<file path="config.mk">
export PLATFORM = sky130hd
export DESIGN_NAME = ram_banked
export DESIGN_NICKNAME = d
export VERILOG_FILES = /design/src/rtl/ram_pkg.sv /design/src/rtl/ram_bank.sv /design/src/rtl/ram_banked.sv
export SDC_FILE = /design/constraint.sdc
export NUM_CORES = 1
export LEC_CHECK = 0
export CELL_PAD_IN_SITES_DETAIL_PLACEMENT = 1
export CELL_PAD_IN_SITES_GLOBAL_PLACEMENT = 2
export CORE_UTILIZATION = 43
export CTS_CLUSTER_SIZE = 10
export DETAILED_ROUTE_END_ITERATION = 7
export GPL_TIMING_DRIVEN = 0
export PLACE_DENSITY = 0.75
export SYNTH_ARGS = -nofsm -noshare
export SYNTH_HDL_FRONTEND = slang
export SYNTH_HIERARCHICAL = 1
export SYNTH_SLANG_ARGS = --single-unit
</file>
<file path="constraint.sdc">
create_clock -name clock -period 2.62 [get_ports clock]
set_input_delay 0.262 -clock clock [delete_from_list [all_inputs] [get_ports clock]]
set_output_delay 0.262 -clock clock [all_outputs]
set_load 0.05 [all_outputs]
</file>
<file path="src/rtl/ram_pkg.sv">
// Shared definitions for the banked RAM: default geometry, FSM state encoding
// and a constant-evaluable clog2 used to derive address widths.
package ram_pkg;

    localparam int DEF_DATA_W = 8;
    localparam int DEF_DEPTH  = 8;
    localparam int DEF_BANKS  = 2;

    localparam int STATE_W = 1;
    typedef logic [STATE_W-1:0] state_t;

    localparam logic [STATE_W-1:0] ST_INIT  = 1'b0;
    localparam logic [STATE_W-1:0] ST_READY = 1'b1;

    function automatic int clog2(input int value);
        int result;
        int rem;
        result = 32'sd0;
        rem    = value - 32'sd1;
        while (rem > 32'sd0) begin
            result = result + 32'sd1;
            rem    = rem >> 1;
        end
        return result;
    endfunction

endpackage

</file>
<file path="src/rtl/ram_bank.sv">
// One bank of the banked RAM: synchronous write port and a registered read port
// that samples raddr on every rising edge.
module ram_bank
    import ram_pkg::*;
#(
    parameter  int DATA_W = DEF_DATA_W,
    parameter  int DEPTH  = DEF_DEPTH / DEF_BANKS,
    localparam int ADDR_W = clog2(DEPTH)
) (
    input  logic              clock,
    input  logic              we,
    input  logic [ADDR_W-1:0] waddr,
    input  logic [DATA_W-1:0] wdata,
    input  logic [ADDR_W-1:0] raddr,
    output logic [DATA_W-1:0] rdata
);

    logic [DATA_W-1:0] mem_q [DEPTH];
    logic [DATA_W-1:0] rdata_q;
    logic [DATA_W-1:0] rdata_d;

    // Read-side next value: the word currently addressed.
    always_comb begin
        rdata_d = mem_q[raddr];
    end

    // Storage array write and read-data register.
    always_ff @(posedge clock) begin
        if (we) begin
            mem_q[waddr] <= wdata;
        end
        rdata_q <= rdata_d;
    end

    assign rdata = rdata_q;

endmodule

</file>
<file path="src/rtl/ram_banked.sv">
// Banked synchronous RAM with a power-on/clear sweep that zeroes every bank in
// parallel, a one-cycle registered read path and a read-valid strobe.
module ram_banked
    import ram_pkg::*;
#(
    parameter  int DATA_W = DEF_DATA_W,
    parameter  int DEPTH  = DEF_DEPTH,
    parameter  int BANKS  = DEF_BANKS,
    localparam int ADDR_W = clog2(DEPTH)
) (
    input  logic              clock,
    input  logic              clear,
    input  logic              req_valid,
    input  logic              rw,
    input  logic [ADDR_W-1:0] address,
    input  logic [DATA_W-1:0] data_in,
    output logic [DATA_W-1:0] data_out,
    output logic              rd_valid,
    output logic              busy
);

    localparam int BANK_W     = clog2(BANKS);
    localparam int BANK_DEPTH = DEPTH / BANKS;
    localparam int OFF_W      = ADDR_W - BANK_W;
    localparam logic [OFF_W-1:0] LAST_PTR = OFF_W'(BANK_DEPTH - 1);

    state_t            state_q,     state_d;
    logic [OFF_W-1:0]  sweep_ptr_q, sweep_ptr_d;
    logic              busy_q,      busy_d;
    logic              rd_valid_q,  rd_valid_d;
    logic [BANK_W-1:0] rd_bank_q,   rd_bank_d;
    logic [DATA_W-1:0] hold_q,      hold_d;

    logic [BANK_W-1:0] bank_sel_s;
    logic [OFF_W-1:0]  offset_s;
    logic              accept_s;
    logic              wr_s;
    logic              rd_s;
    logic [BANKS-1:0]  we_s;
    logic [OFF_W-1:0]  waddr_s;
    logic [DATA_W-1:0] wdata_s;
    logic [DATA_W-1:0] rdata_s [BANKS];

    // Request decode: requests are dropped while sweeping or while clear is high.
    always_comb begin
        bank_sel_s = address[ADDR_W-1 -: BANK_W];
        offset_s   = address[OFF_W-1:0];
        accept_s   = req_valid & ~busy_q & ~clear;
        wr_s       = accept_s & rw;
        rd_s       = accept_s & ~rw;
    end

    // Bank write steering: the sweep writes all banks at once, otherwise one bank.
    always_comb begin
        we_s    = {BANKS{1'b0}};
        waddr_s = offset_s;
        wdata_s = data_in;
        if (state_q == ST_INIT) begin
            waddr_s = sweep_ptr_q;
            wdata_s = {DATA_W{1'b0}};
            for (int b = 0; b < BANKS; b++) begin
                we_s[b] = ~clear;
            end
        end else begin
            for (int b = 0; b < BANKS; b++) begin
                we_s[b] = wr_s & (bank_sel_s == BANK_W'(b));
            end
        end
    end

    for (genvar g = 0; g < BANKS; g++) begin : g_bank
        ram_bank #(
            .DATA_W (DATA_W),
            .DEPTH  (BANK_DEPTH)
        ) u_bank (
            .clock (clock),
            .we    (we_s[g]),
            .waddr (waddr_s),
            .wdata (wdata_s),
            .raddr (offset_s),
            .rdata (rdata_s[g])
        );
    end

    // Output mux: fresh bank data on the cycle after a read, held value otherwise.
    always_comb begin
        if (rd_valid_q) begin
            data_out = rdata_s[rd_bank_q];
        end else begin
            data_out = hold_q;
        end
    end

    // Next-state logic for the sweep FSM and the read-tracking registers.
    always_comb begin
        state_d     = state_q;
        sweep_ptr_d = sweep_ptr_q;
        busy_d      = busy_q;
        rd_valid_d  = rd_s;
        rd_bank_d   = rd_s ? bank_sel_s : rd_bank_q;
        hold_d      = data_out;
        if (clear) begin
            state_d     = ST_INIT;
            sweep_ptr_d = {OFF_W{1'b0}};
            busy_d      = 1'b1;
            rd_valid_d  = 1'b0;
            rd_bank_d   = {BANK_W{1'b0}};
            hold_d      = {DATA_W{1'b0}};
        end else begin
            case (state_q)
                ST_INIT: begin
                    sweep_ptr_d = sweep_ptr_q + {{(OFF_W-1){1'b0}}, 1'b1};
                    if (sweep_ptr_q == LAST_PTR) begin
                        state_d = ST_READY;
                        busy_d  = 1'b0;
                    end else begin
                        busy_d  = 1'b1;
                    end
                end
                ST_READY: begin
                    busy_d = 1'b0;
                end
                default: begin
                    state_d     = ST_INIT;
                    sweep_ptr_d = {OFF_W{1'b0}};
                    busy_d      = 1'b1;
                end
            endcase
        end
    end

    // State registers; clear is a synchronous reset.
    always_ff @(posedge clock) begin
        state_q     <= state_d;
        sweep_ptr_q <= sweep_ptr_d;
        busy_q      <= busy_d;
        rd_valid_q  <= rd_valid_d;
        rd_bank_q   <= rd_bank_d;
        hold_q      <= hold_d;
    end

    assign rd_valid = rd_valid_q;
    assign busy     = busy_q;

endmodule
</file>
Word level (Yosys, flattened, before mapping)
Memory sizes are Yosys's and may differ from the RTL's. A register that Yosys moved wholly into a read port is not among the register bits.
Cells that the tools add are included.
Widths: inputs -> output; s select.
{"block": "op_classes", "n_addsub": 1, "n_mul": 0, "n_div": 0, "order_cmp": 1, "n_eq_ne": 1, "n_shift": 0, "n_mux": 15, "bitwise_logic": 12, "reduce_logical": 0}
{"cell": "$mux 8", "n": 5}
{"cell": "$mux 1", "n": 7}
{"cell": "$and 1x1->1", "n": 6}
{"cell": "$not 1->1", "n": 5}
{"cell": "$mux 2", "n": 2}
{"cell": "$add 2x1->2 const B", "n": 1}
{"cell": "$eq 2x2->1 const B", "n": 1}
{"cell": "$ge 2x2->1 const B", "n": 1}
{"cell": "$not 1->2", "n": 1}
{"cell": "$pmux 1 s2", "n": 1}
{"block": "word_totals", "reg_bits": 14, "latch_bits": 0, "ramBits": 64, "romBits": 0, "inputBits": 15, "out_inout_bits": 10, "word_cells": 38, "memories": 2}
{"name": "g_bank[0].u_bank.mem_q", "depth": 4, "word_bits": 8, "rd": 1, "rd_clocked_by_memory_dff": 1, "wr": 1, "line_no": "ram_bank.sv:18", "rtl": "logic [DATA_W-1:0] mem_q [DEPTH];"}
{"name": "g_bank[1].u_bank.mem_q", "depth": 4, "word_bits": 8, "rd": 1, "rd_clocked_by_memory_dff": 1, "wr": 1, "line_no": "ram_bank.sv:18"}

Depth between registers and ports, before layout
Gate-level depths: netlist of the first run.
{"block": "logic_depth", "word_depth": 8, "ltp_mapped": 4}

Hierarchy
Netlist of the first run, hierarchy kept.
{"mod": "ram_bank", "instances": 2, "cells_each": 54, "area_per_inst_um2": 1348.8, "seq_area_each_um2": 1121.1}
{"mod": "ram_banked", "instances": 1, "cells_each": 79, "area_per_inst_um2": 742.0, "seq_area_each_um2": 280.3}

Worst setup path before layout of the first run
No wires, ideal clock.
{"block": "synth_path", "path_type": "register to register", "from": "register busy_q (netlist: busy)", "to": "memory g_bank[0].u_bank/mem_q[0][0] (netlist bit), enable pin", "arrival_ps": 1646, "setup_slack_ps": 588, "stages_incl_launch_ff": 4, "path_buffers": 0, "period_less_slack_ps": 2032, "path_cell_list": "dfxtp_1 > nand4bb_1 > a21oi_1 > nor3b_1"}
{"block": "synth_between", "elab_chain_cells": 8}
{"element": "from (decl)", "line_no": "ram_banked.sv:29", "rtl": "logic busy_q, busy_d;"}
{"element": "from (signal assigned)", "line_no": "ram_banked.sv:136", "rtl": "busy_q <= busy_d;"}
{"element": "$not 1->1", "line_no": "ram_banked.sv:48", "rtl": "accept_s = req_valid & ~busy_q & ~clear;"}
{"element": "$and 1x1->1 (2 in a row)", "line_no": "ram_banked.sv:48"}
{"element": "$and 1x1->1", "line_no": "ram_banked.sv:49", "rtl": "wr_s = accept_s & rw;"}
{"element": "$and 1x1->1", "line_no": "ram_banked.sv:66", "rtl": "we_s[b] = wr_s & (bank_sel_s == BANK_W'(b));"}
{"element": "$mux 2", "line_no": "ram_banked.sv:58", "rtl": "if (state_q == ST_INIT) begin"}
{"element": "via we_s[0]", "line_no": "ram_banked.sv:39", "rtl": "logic [BANKS-1:0] we_s;"}
{"element": "$mux 1", "line_no": "ram_bank.sv:29", "rtl": "if (we) begin"}
{"element": "$mux 1 (implied by the code)", "line_no": "ram_bank.sv:30", "rtl": "mem_q[waddr] <= wdata;"}
{"element": "to (decl)", "line_no": "ram_bank.sv:18"}
The timed path passes the listed nets, and every way through them passes these cells.

Worst setup path after layout of the first run
{"block": "layout_path", "from": "register rd_valid_q (netlist: rd_valid)", "to": "output data_out[6]"}
{"block": "layout_between", "elab_chain_cells": 1}
{"element": "from (decl)", "line_no": "ram_banked.sv:30", "rtl": "logic rd_valid_q, rd_valid_d;"}
{"element": "from (signal assigned)", "line_no": "ram_banked.sv:137", "rtl": "rd_valid_q <= rd_valid_d;"}
{"element": "$mux 8", "line_no": "ram_banked.sv:87", "rtl": "if (rd_valid_q) begin"}
{"element": "to (decl)", "line_no": "ram_banked.sv:17", "rtl": "output logic [DATA_W-1:0] data_out,"}
No other way between the ends.

==> results of run 1 <==
==> layer usage <==
layer / global-route usage, % / part of all wire (%)
met4: 6.746 / 1.5
met5: 0 / 0
met3: 4.020 / 2.6
met2: 27.88 / 51
met1: 20.86 / 45
==> cells in the final DEF (no fill, tap or decap) <==
| master | count |
|---|---|
| nand2b_1 | 2 |
| buf_6 | 4 |
| nor2_1 | 9 |
| ha_1 | 1 |
| clkinv_4 | 2 |
| a211oi_2 | 1 |
| clkdlybuf4s50_1 | 24 |
| nand4bb_1 | 1 |
| mux4_2 | 16 |
| bufinv_16 | 1 |
| clkinv_2 | 2 |
| dfxtp_1 | 30 |
| and3_1 | 2 |
| inv_4 | 1 |
| or2_1 | 1 |
| nor2b_1 | 1 |
| mux2i_1 | 10 |
| and2_1 | 8 |
| buf_2 | 4 |
| inv_6 | 1 |
| clkbuf_8 | 9 |
| a21oi_1 | 10 |
| nor3b_2 | 3 |
| edfxtp_1 | 64 |
| mux2_1 | 2 |
| a211oi_1 | 7 |
| xor2_1 | 1 |
| nand4b_1 | 1 |
| nor2_2 | 3 |
| clkbuf_2 | 2 |
| and3b_1 | 4 |
==> tightest hold or removal path, delay by kind of cell, from the launching register on <==
family | cells | cell delay, ns
flip-flops | 1 | 0.32
AND/OR/NAND/NOR | 1 | 0.09
AO/OA/AOI/OAI | 1 | 0.06
==> state kept, by name (all words and copies together), names as in the netlist <==
name and count:
g_bank.u_bank/mem_q 64, g_bank.u_bank/rdata 16, hold_q 8, sweep_ptr_q 2, busy 1, rd_bank_q 1, rd_valid 1, state_q 1
==> metrics by stage <==
stage | setup slack, ns | cell area (sq um) | cells | hold slack (ns) | setup TNS [ns]
floorplan | 0.5884 | 3440 | 187 | 0.3336 | 0
global placement | -0.2026 | 3807 | 313 | 0.4825 | -2.787
detailed placement | -0.3828 | 3807 | 313 | 0.4985 | -5.731
CTS | 0.0001896 | 4004 | 329 | 0.5095 | 0
global route | 0.2323 | 4014 | 329 | 0.5424 | 0
finish | 0.3318 | 4014 | 329 | 0.5020 | 0
==> path summary, 6_finish.rpt <==
| path | from | slack [ns] | end |
|---|---|---|---|
| max | rd_valid$_SDFF_PP0_ | 0.33 | data_out[6] |
| min | hold_q[3]$_SDFF_PP0_ | 0.50 | hold_q[3]$_SDFF_PP0_ |
| max reg2reg | state_q$_SDFF_PP0_ | 0.56 | g_bank[1].u_bank/mem_q[0][6]$_DFFE_PP_ |
| min reg2reg | hold_q[3]$_SDFF_PP0_ | 0.50 | hold_q[3]$_SDFF_PP0_ |
==> logic make-up (layout without fill, tap and decap cells) <==
| family | Yosys count | count (layout) | share of synthesized area (%) |
|---|---|---|---|
| xor gates and xnor gates | 1 | 1 | 0.2547 |
| AOI/OAI and AO/OA | 18 | 18 | 3.347 |
| DFF | 94 | 94 | 73.34 |
| and+or+nand+nor | 35 | 35 | 6.475 |
| muxes | 28 | 28 | 14.04 |
| adders and majority gates | 1 | 1 | 0.3637 |
| buffers and inverters | 10 | 50 | 2.183 |
==> report_power, final <==
group	internal (uW)	leakage [uW]	switching (uW)	total, uW
registers	1750	0.000851	41.7	1790
logic	134	0.000416	199	333
clock network	445	0.000104	493	938
==> cell usage after synthesis <==
cell type | count | area share (%)
nor3b_2 | 1 | 0.36
buf_2 | 4 | 0.58
xor2_1 | 1 | 0.25
nor3b_1 | 2 | 0.44
nand4bb_1 | 1 | 0.33
a211oi_2 | 1 | 0.36
and3b_1 | 4 | 1.0
nor2_2 | 3 | 0.55
edfxtp_1 | 64 | 56
nand2b_1 | 2 | 0.36
nor2b_1 | 1 | 0.18
a21oi_1 | 10 | 1.5
mux2i_1 | 10 | 2.9
clkbuf_2 | 2 | 0.29
or2_1 | 1 | 0.18
dfxtp_1 | 30 | 17
and3_1 | 2 | 0.36
nor2_1 | 9 | 0.98
ha_1 | 1 | 0.36
a211oi_1 | 7 | 1.5
mux2_1 | 2 | 0.65
buf_6 | 4 | 1.3
mux4_2 | 16 | 10
and2_1 | 8 | 1.5
nand4b_1 | 1 | 0.25
==> area by class of cell <==
class | count | area share (%)
sequential | 94 | 62.84
multi-input combinational | 83 | 21.23
clock buffer | 9 | 3.086
buffer | 10 | 1.870
timing repair buffer | 24 | 5.985
tap | 102 | 3.180
clock inverter | 7 | 1.808
==> key figures, run 1 <==
Worst hold path
  – Hold path depth: 2
  – HP Class: reg2reg

Route
  – DRT iter0 DRCs: 89
  – Detail Route Antenna Nets: 0
  – Drc violations: 0
  – Vias: 1677
  – Pre-antenna DRT Iters: 4
  – Vias per std cell: 5.097
  – Routed WL: 6248 um
  – Drt wl/cell: 18.99 um

Yosys
  – Yosys reg bits: 94
  – Synth cell types: 25
  – Post-Syn Area per Cell: 18.39 sq um
  – Mapped Area: 3440 sq um
  – Synth warnings: 6
  – Synth Instances: 187
  – Post-Syn Nets: 203
  – Register area share after synthesis: 73.34%

Critical path
  – CP cell instances: buf_6, nor2_1, a21oi_1, clkdlybuf4s50_1
  – WS Path Type: reg2out
  – Number of buffers and inverters on the critical path: 2
  – Peak per-stage delay on the critical path: 0.82 ns
  – Worst Setup End Kind: output port
  – WP data required: 2.36 ns
  – Slowest stage cell, crit path: clkdlybuf4s50_1
  – Top fanout value on the critical path: 10
  – Crit. path cell count: 4
  – CP startpoint kind: flop
  – Arrival time at the worst endpoint: 2.03 ns
  – Delay-heaviest family, CP: buffers and inverters
  – Register-to-Register Path Depth: 3

Global routing
  – First-pass GRT wire length: 9915 um
  – Grt total ovfl: 0
  – Largest net degree at the start of global routing: 17
  – Vias in the first global route: 1839
  – Initial antenna violation count: 0
  – Gr usage total: 16.69%

Placed design
  – Port-buffer cells: 24
  – Post-DP HPWL: 4517 um
  – Gpl congestion: 0.7189

Timing
  – Slew HR: 43.89%
  – Final min period: 2.288 ns
  – Setup Viol. Count Final: 0
  – Unrepaired setup endpoints after global routing: false
  – Slew Limit Fails: 0
  – Clock Skew: 0.004991 ns
  – Worst-Margin Slew: 0.8379 ns
  – Final hold viol count: 0
  – Period Utilization, post-route: 87.34%
  – Achievable Freq: 0.4370 GHz

Cells and area
  – Layout cell share with drive strength beyond 1: 21.59%
  – Total Nets Final: 238
  – Antenna Cells: 0
  – Multi-input combinational cell area: 852.1 sq um
  – Reg area: 2522 sq um
  – Synth-to-Final Area Change: 16.70%
  – Final Core Density: 51.94%
  – Fill count: 724

Power
  – Pwr Total: 3065 uW
  – Max VDD drop: 0.3844 mV
  – Pleak: 0.001371 uW
  – PwrDens: 763.5 nW/um^2

Clocking
  – CTS tree: yes
  – Worst-Skew Late Latency: 0.35 ns
  – Number of buffers created by CTS: 9
  – Hold_buf cts: 0
  – Clock-pin slew on the worst setup and hold paths: 0.09 ns
  – Root buf cell: clkbuf_8
  – H-tree levels: 3
  – Clk sinks: 94
  – CTS resizes: 0
  – Post-CTS Setup Bufs: 0
  – Maximum buffer depth of the clock tree: 2

Run
  – Max_cap viols: 0

Floorplan
  – Die X: 91.44 um
  – Die area: 8360 sq um
  – Core box area: 7727 sq um
  – Row count: 32
  – Chip Height: 91.44 um
  – I/O pin total: 25
  – Initial Util: 44.51%

Outcome
  – Outcome: finished, final reports clean
(Power assumes the default switching activity.)
==> inputs of run 2 (changes only) <==
- HOLD_SLACK_MARGIN: default -> 0.06
- REMOVE_ABC_BUFFERS: default -> 1
==> run 2 against run 1 <==
Compared with the run above:
- combinational power fell by 3%
- worst hold slack about the same
- clock skew rose by 0.0061 ns
- non-clock buffer count fell by 10
- fmax down 6.2%
- clock-buffer cell count is 1 higher
- register-to-register slack lost 0.15 ns
- routed wire length shrank 3.0%
- first-iteration DRC count shrank 7.9%
- largest cell class unchanged
- largest power group unchanged
- highest routed layer unchanged
==> key figures, run 2 (synthesis gave the netlist of run 1 again) <==
Outcome
  – Outcome: finished, final reports clean

Critical path
  – R2R Setup Slk: 0.41 ns (-0.15 ns)
  – WP data required: 2.61 ns (+0.25 ns)
  – Crit. path cell count: 3 (-1)
  – Peak per-stage delay on the critical path: 0.86 ns (+0.04 ns)
  – Delay-heaviest family, CP: buffers and inverters
  – CP startpoint kind: input pin
  – Critical Path End: g_bank[0].u_bank/mem_q[1][2]$_DFFE_PP_
  – Arrival time at the worst endpoint: 2.43 ns (+0.40 ns)
  – CP cell instances: clkdlybuf4s50_1, mux2_1, and3b_1
  – Top fanout value on the critical path: 17 (+7)
  – Worst Setup SP: address[1]
  – Slowest stage cell, crit path: clkdlybuf4s50_1
  – WS Path Type: in2reg
  – Number of buffers and inverters on the critical path: 1 (-1)
  – Reg-to-Reg Start: state_q$_SDFF_PP0_
  – Register-to-Register Path Depth: 2 (-1)
  – Reg-to-Reg End: g_bank[0].u_bank/mem_q[1][2]$_DFFE_PP_
  – Worst Setup End Kind: flop

Route
  – Pre-antenna DRT Iters: 3 (-1)
  – Drt wl/cell: 19.01 um (about the same)
  – Detail Route Antenna Nets: 0 (unchanged)
  – Routed WL: 6063 um (-3.0%)
  – DRT iter0 DRCs: 82 (-7.9%)
  – Drc violations: 0 (unchanged)
  – Vias per std cell: 5.107 (+0.18%)
  – Vias: 1629 (-2.9%)

Placed design
  – Port-buffer cells: 24 (unchanged)
  – Gpl congestion: 0.6233 (-13%)
  – Post-DP HPWL: 3854 um (-15%)
  – Placed inst area: 3742 sq um (-1.7%)
  – Dpl cells: 303 (-3.2%)

Timing
  – Period Utilization, post-route: 93.07% (+5.7 points)
  – Unrepaired setup endpoints after global routing: false
  – Final hold viol count: 0 (unchanged)
  – Clock Skew: 0.01113 ns (+0.006140 ns)
  – Worst-Margin Slew: 1.164 ns (+0.3257 ns)
  – Slew HR: 22.42% (-21 points)
  – Slew Limit Fails: 0 (unchanged)
  – Final min period: 2.438 ns (+0.1501 ns)
  – Setup Viol. Count Final: 0 (unchanged)
  – Achievable Freq: 0.4101 GHz (-6.2%)

Cells and area
  – Max FFs per register: 64 (unchanged)
  – Cell Count, Final, Fillers Out: 319 (-3.0%)
  – Most frequent cells in the layout: edfxtp_1, dfxtp_1, clkdlybuf4s50_1
  – Total Nets Final: 228 (-4.2%)
  – Antenna Cells: 0 (unchanged)
  – Top reg by flops: g_bank.u_bank/mem_q
  – Fill count: 719 (-0.69%)
  – Synth-to-Final Area Change: 16.11%
  – Layout cell share with drive strength beyond 1: 17.97% (-3.6 points)
  – Final Core Density: 51.68% (-0.26 points)
  – Design Area, Final: 3994 sq um (-0.50%)
  – Reg area: 2525 sq um (about the same)
  – Leading cell type in the layout, fill and taps excluded: edfxtp_1
  – Multi-input combinational cell area: 864.6 sq um (+1.5%)

Clocking
  – Maximum buffer depth of the clock tree: 2 (unchanged)
  – Worst-Skew Late Latency: 0.35 ns (about the same)
  – Hold_buf cts: 0 (unchanged)
  – Clk sinks: 94 (unchanged)
  – Number of buffers created by CTS: 9 (unchanged)
  – CTS tree: yes
  – Clock-pin slew on the worst setup and hold paths: 0.08 ns (about the same)
  – H-tree levels: 3 (unchanged)
  – Root buf cell: clkbuf_8

Floorplan
  – Die area: 8360 sq um (unchanged)
  – I/O pin total: 25 (unchanged)
  – Die X: 91.44 um (unchanged)
  – Chip Height: 91.44 um (unchanged)
  – Initial Util: 44.51% (unchanged)
  – Core box area: 7727 sq um (unchanged)
  – Row count: 32 (unchanged)

Global routing
  – Gr usage total: 15.73% (-0.96 points)
  – First-pass GRT wire length: 9418 um (-5.0%)
  – Grt total ovfl: 0 (unchanged)
  – Initial antenna violation count: 0 (unchanged)
  – Vias in the first global route: 1754 (-4.6%)
  – Largest net degree at the start of global routing: 26 (+9)

Power
  – PwrDens: 810.5 nW/um^2 (+6.1%)
  – Pwr Total: 3237 uW (+5.6%)
  – Max VDD drop: 0.3974 mV (+3.4%)
  – Pleak: 0.001333 uW (-2.8%)

Run
  – Max_cap viols: 0 (unchanged)

Worst hold path
  – HP Class: reg2reg
-- run 2: cell types whose count changed in the layout (fill, tap and decap cells not counted), sizes merged --
cell | previous run | this run
clkdlybuf4s50 | 24 | 23
inv | 2 | 0
bufinv | 1 | 3
clkinvlp | 0 | 1
clkinv | 4 | 2
dlygate4sd2 | 0 | 1
buf | 8 | 0
clkbuf | 11 | 10
-- run 2: report_power, final --
group          switching (uW)  internal (uW)  total (uW)  leakage [uW]
clock network             479            633        1110      0.000114
logic                     192            131         323      0.000367
registers                49.8           1750        1800      0.000852
-- run 2: worst min-delay path, stage by stage, from the launching register on --
cell      delay, ns
dfxtp_1        0.31
nor2_2         0.09
a211oi_1       0.06
-- run 2: worst min path at each step --
stage	from	endpoint	cells after the start
after floorplan	clear	hold_q[6]$_SDFF_PP0_	1
after CTS	hold_q[4]$_SDFF_PP0_	hold_q[4]$_SDFF_PP0_	2
after global routing	hold_q[4]$_SDFF_PP0_	hold_q[4]$_SDFF_PP0_	2
after detailed placement	hold_q[4]$_SDFF_PP0_	hold_q[4]$_SDFF_PP0_	2
after global placement	hold_q[5]$_SDFF_PP0_	hold_q[5]$_SDFF_PP0_	2
final	hold_q[4]$_SDFF_PP0_	hold_q[4]$_SDFF_PP0_	2
-- run 2: what timing repair did --
item,in CTS,in global routing
setup buffers,0,0
setup endpoints to repair,37,1
resized for setup,4,1
-- run 2: metrics by stage --
step | worst slack, ns | TNS (ns) | hold slack, ns
final | 0.1817 | 0 | 0.5021
after global routing | 0.06491 | 0 | 0.5293
after CTS | 0.1002 | 0 | 0.5037
after detailed placement | -0.6859 | -26.15 | 0.4909
after global placement | -1.124 | -29.45 | 0.4815
after floorplan | 0.3697 | 0 | 0.3266
-- run 2: cell type report --
cell class / count / share of cell area [%]
clock buffers: 10 / 3.195
repair buffers: 24 / 5.984
clock inverters: 6 / 2.757
multi-input cells: 83 / 21.65
flip-flops and latches: 94 / 63.22
well taps: 102 / 3.195
-- run 2: metal layers --
| metal | global-route usage (%) | share of wire [%] | vias to the layer above |
|---|---|---|---|
| met2 | 27.32 | 52 | 24 |
| met5 | 0 | 0 | - |
| met1 | 19.09 | 44 | 825 |
| met3 | 3.015 | 2.8 | 7 |
| met4 | 6.746 | 1.3 | 0 |
| li1 | - | - | 773 |
==> inputs of run 3 (changes only) <==
--- a/constraint.sdc
+++ b/constraint.sdc
@@ -3,2 +3,2 @@
 set_output_delay 0.262 -clock clock [all_outputs]
-set_load 0.05 [all_outputs]
+set_load 0.005 [all_outputs]
==> run 3 against run 2 <==
Compared with the run above:
- sequential cell count is the same
- clock-buffer cell count unchanged
- non-clock buffer count is the same
- sequential power barely moved
- sequential share of layout area hardly changed
- final cell count did not move
- critical path depth stayed put
- register-to-register slack about the same
- worst setup slack unchanged
- global-route usage stayed put
- clock power is essentially flat
- first-iteration DRC count did not move
- critical path type unchanged
- largest power group unchanged
==> key figures, run 3 (synthesis gave the netlist of run 1 again) <==
Floorplan
  – Row count: 32 (unchanged)
  – Chip Height: 91.44 um (unchanged)
  – I/O pin total: 25 (unchanged)
  – Die area: 8360 sq um (unchanged)
  – Core box area: 7727 sq um (unchanged)
  – Initial Util: 44.51% (unchanged)
  – Die X: 91.44 um (unchanged)

Cells and area
  – Fill count: 721 (+0.28%)
  – Antenna Cells: 0 (unchanged)
  – Layout cell share with drive strength beyond 1: 17.05% (-0.92 points)
  – Synth-to-Final Area Change: 16.04% (about the same)
  – Top reg by flops: g_bank.u_bank/mem_q
  – Max FFs per register: 64 (unchanged)
  – Most frequent cells in the layout: edfxtp_1, dfxtp_1, clkdlybuf4s50_1
  – Total Nets Final: 228 (unchanged)
  – Leading cell type in the layout, fill and taps excluded: edfxtp_1
  – Cell Count, Final, Fillers Out: 319 (unchanged)

Timing
  – Period Utilization, post-route: 93.07% (unchanged)
  – Slew HR: 22.42% (unchanged)
  – Final hold viol count: 0 (unchanged)
  – Setup_tns: 0 ns (unchanged)
  – Slew Limit Fails: 0 (unchanged)
  – Achievable Freq: 0.4101 GHz (unchanged)
  – Final min period: 2.438 ns (unchanged)
  – Unrepaired setup endpoints after global routing: false
  – Setup Viol. Count Final: 0 (unchanged)
  – Worst-Margin Slew: 1.164 ns (unchanged)
  – Final WS setup: 0.1817 ns (unchanged)
  – Clock Skew: 0.01113 ns (unchanged)

Clocking
  – Number of buffers created by CTS: 9 (unchanged)
  – Root buf cell: clkbuf_8
  – Clock-pin slew on the worst setup and hold paths: 0.08 ns (about the same)
  – Maximum buffer depth of the clock tree: 2 (unchanged)
  – Hold_buf cts: 0 (unchanged)
  – Clk sinks: 94 (unchanged)
  – H-tree levels: 3 (unchanged)
  – Worst-Skew Late Latency: 0.35 ns (about the same)
  – CTS tree: yes

Critical path
  – WS Path Type: in2reg
  – CP startpoint kind: input pin
  – Top fanout value on the critical path: 17 (unchanged)
  – Worst Setup End Kind: flop
  – WP data required: 2.61 ns (about the same)
  – Arrival time at the worst endpoint: 2.43 ns (about the same)
  – R2R Setup Slk: 0.41 ns (about the same)

Route
  – Vias per std cell: 5.107 (unchanged)
  – DRT iter0 DRCs: 82 (unchanged)
  – Drc violations: 0 (unchanged)
  – Vias: 1629 (unchanged)
  – DRT met1 WL: 2649 um (unchanged)
  – Detail Route Antenna Nets: 0 (unchanged)
  – Routed WL: 6063 um (unchanged)
  – Met3 wire len: 167 um (unchanged)
  – Drt wl/cell: 19.01 um (unchanged)
  – Met2 wire len: 3167 um (unchanged)
  – Pre-antenna DRT Iters: 3 (unchanged)
  – Top layer in use: met4

Placed design
  – Gpl congestion: 0.6233 (unchanged)
  – Placement Setup Slack: -0.6859 ns (unchanged)
  – Dpl cells: 303 (unchanged)
  – Port-buffer cells: 24 (unchanged)
  – Post-DP HPWL: 3854 um (unchanged)

Global routing
  – Grt total ovfl: 0 (unchanged)
  – First-pass GRT wire length: 9418 um (unchanged)
  – Largest net degree at the start of global routing: 26 (unchanged)
  – Initial antenna violation count: 0 (unchanged)
  – Vias in the first global route: 1754 (unchanged)
  – Gr usage total: 15.73% (unchanged)

Outcome
  – Outcome: finished, final reports clean

Power
  – PwrDens: 805.7 nW/um^2 (-0.58%)
  – Pleak: 0.001332 uW (about the same)
  – Max VDD drop: 0.3974 mV (about the same)

Worst hold path
  – HP Class: reg2reg

Run
  – Max_cap viols: 0 (unchanged)
[run 3: per-layer routing]
layer / vias to the layer above / global-route usage, %
met5: - / 0
met3: 7 / 3.015
met4: 0 / 6.746
met2: 24 / 27.32
li1: 773 / -
met1: 825 / 19.09
[run 3: worst paths after layout]
| check | end | cells after the start | start |
|---|---|---|---|
| setup / recovery | g_bank[0].u_bank/mem_q[1][2]$_DFFE_PP_ | 3 | address[1] |
| hold / removal | hold_q[4]$_SDFF_PP0_ | 2 | hold_q[4]$_SDFF_PP0_ |
| setup reg to reg | g_bank[0].u_bank/mem_q[1][2]$_DFFE_PP_ | 2 | state_q$_SDFF_PP0_ |
| hold reg to reg | hold_q[4]$_SDFF_PP0_ | 2 | hold_q[4]$_SDFF_PP0_ |
[run 3: final cells by class]
cell class | count | area (sq um) | area share (%)
Clock buffer | 10 | 127.6 | 3.197
Clock inverter | 6 | 110.1 | 2.759
Multi-Input combinational cell | 83 | 864.6 | 21.66
Sequential cell | 94 | 2522 | 63.20
Tap cell | 102 | 127.6 | 3.197
Timing Repair Buffer | 24 | 239.0 | 5.987
[run 3: timing repair]
item	4_1_cts	5_1_grt
setup buffers	0	0
setup endpoints to repair	31	1
endpoints found under the hold margin	0	0
cloned	0	0
resized for setup	2	1
[run 3: metrics by stage]
step | util, % | hold slack (ns) | area [sq um] | total power, uW
6_report | 51.65 | 0.5021 | 3991 | 3216
2_1_floorplan | - | 0.3266 | 3364 | 1990
3_5_place_dp | 48.43 | 0.4909 | 3742 | 2136
3_3_place_gp | 48.30 | 0.4815 | 3732 | 2103
4_1_cts | 51.57 | 0.5037 | 3985 | 3246
5_1_grt | 51.65 | 0.5293 | 3991 | 3335
[run 3: power breakdown]
group / internal, uW / switching [uW]
clock: 633 / 479
combinational: 131 / 171
sequential: 1750 / 49.8
total: 2520 / 700
[run 3: critical path, stage by stage]
cell and delay [ns]:
clkdlybuf4s50_1 0.86, mux2_1 0.67, and3b_1 0.63
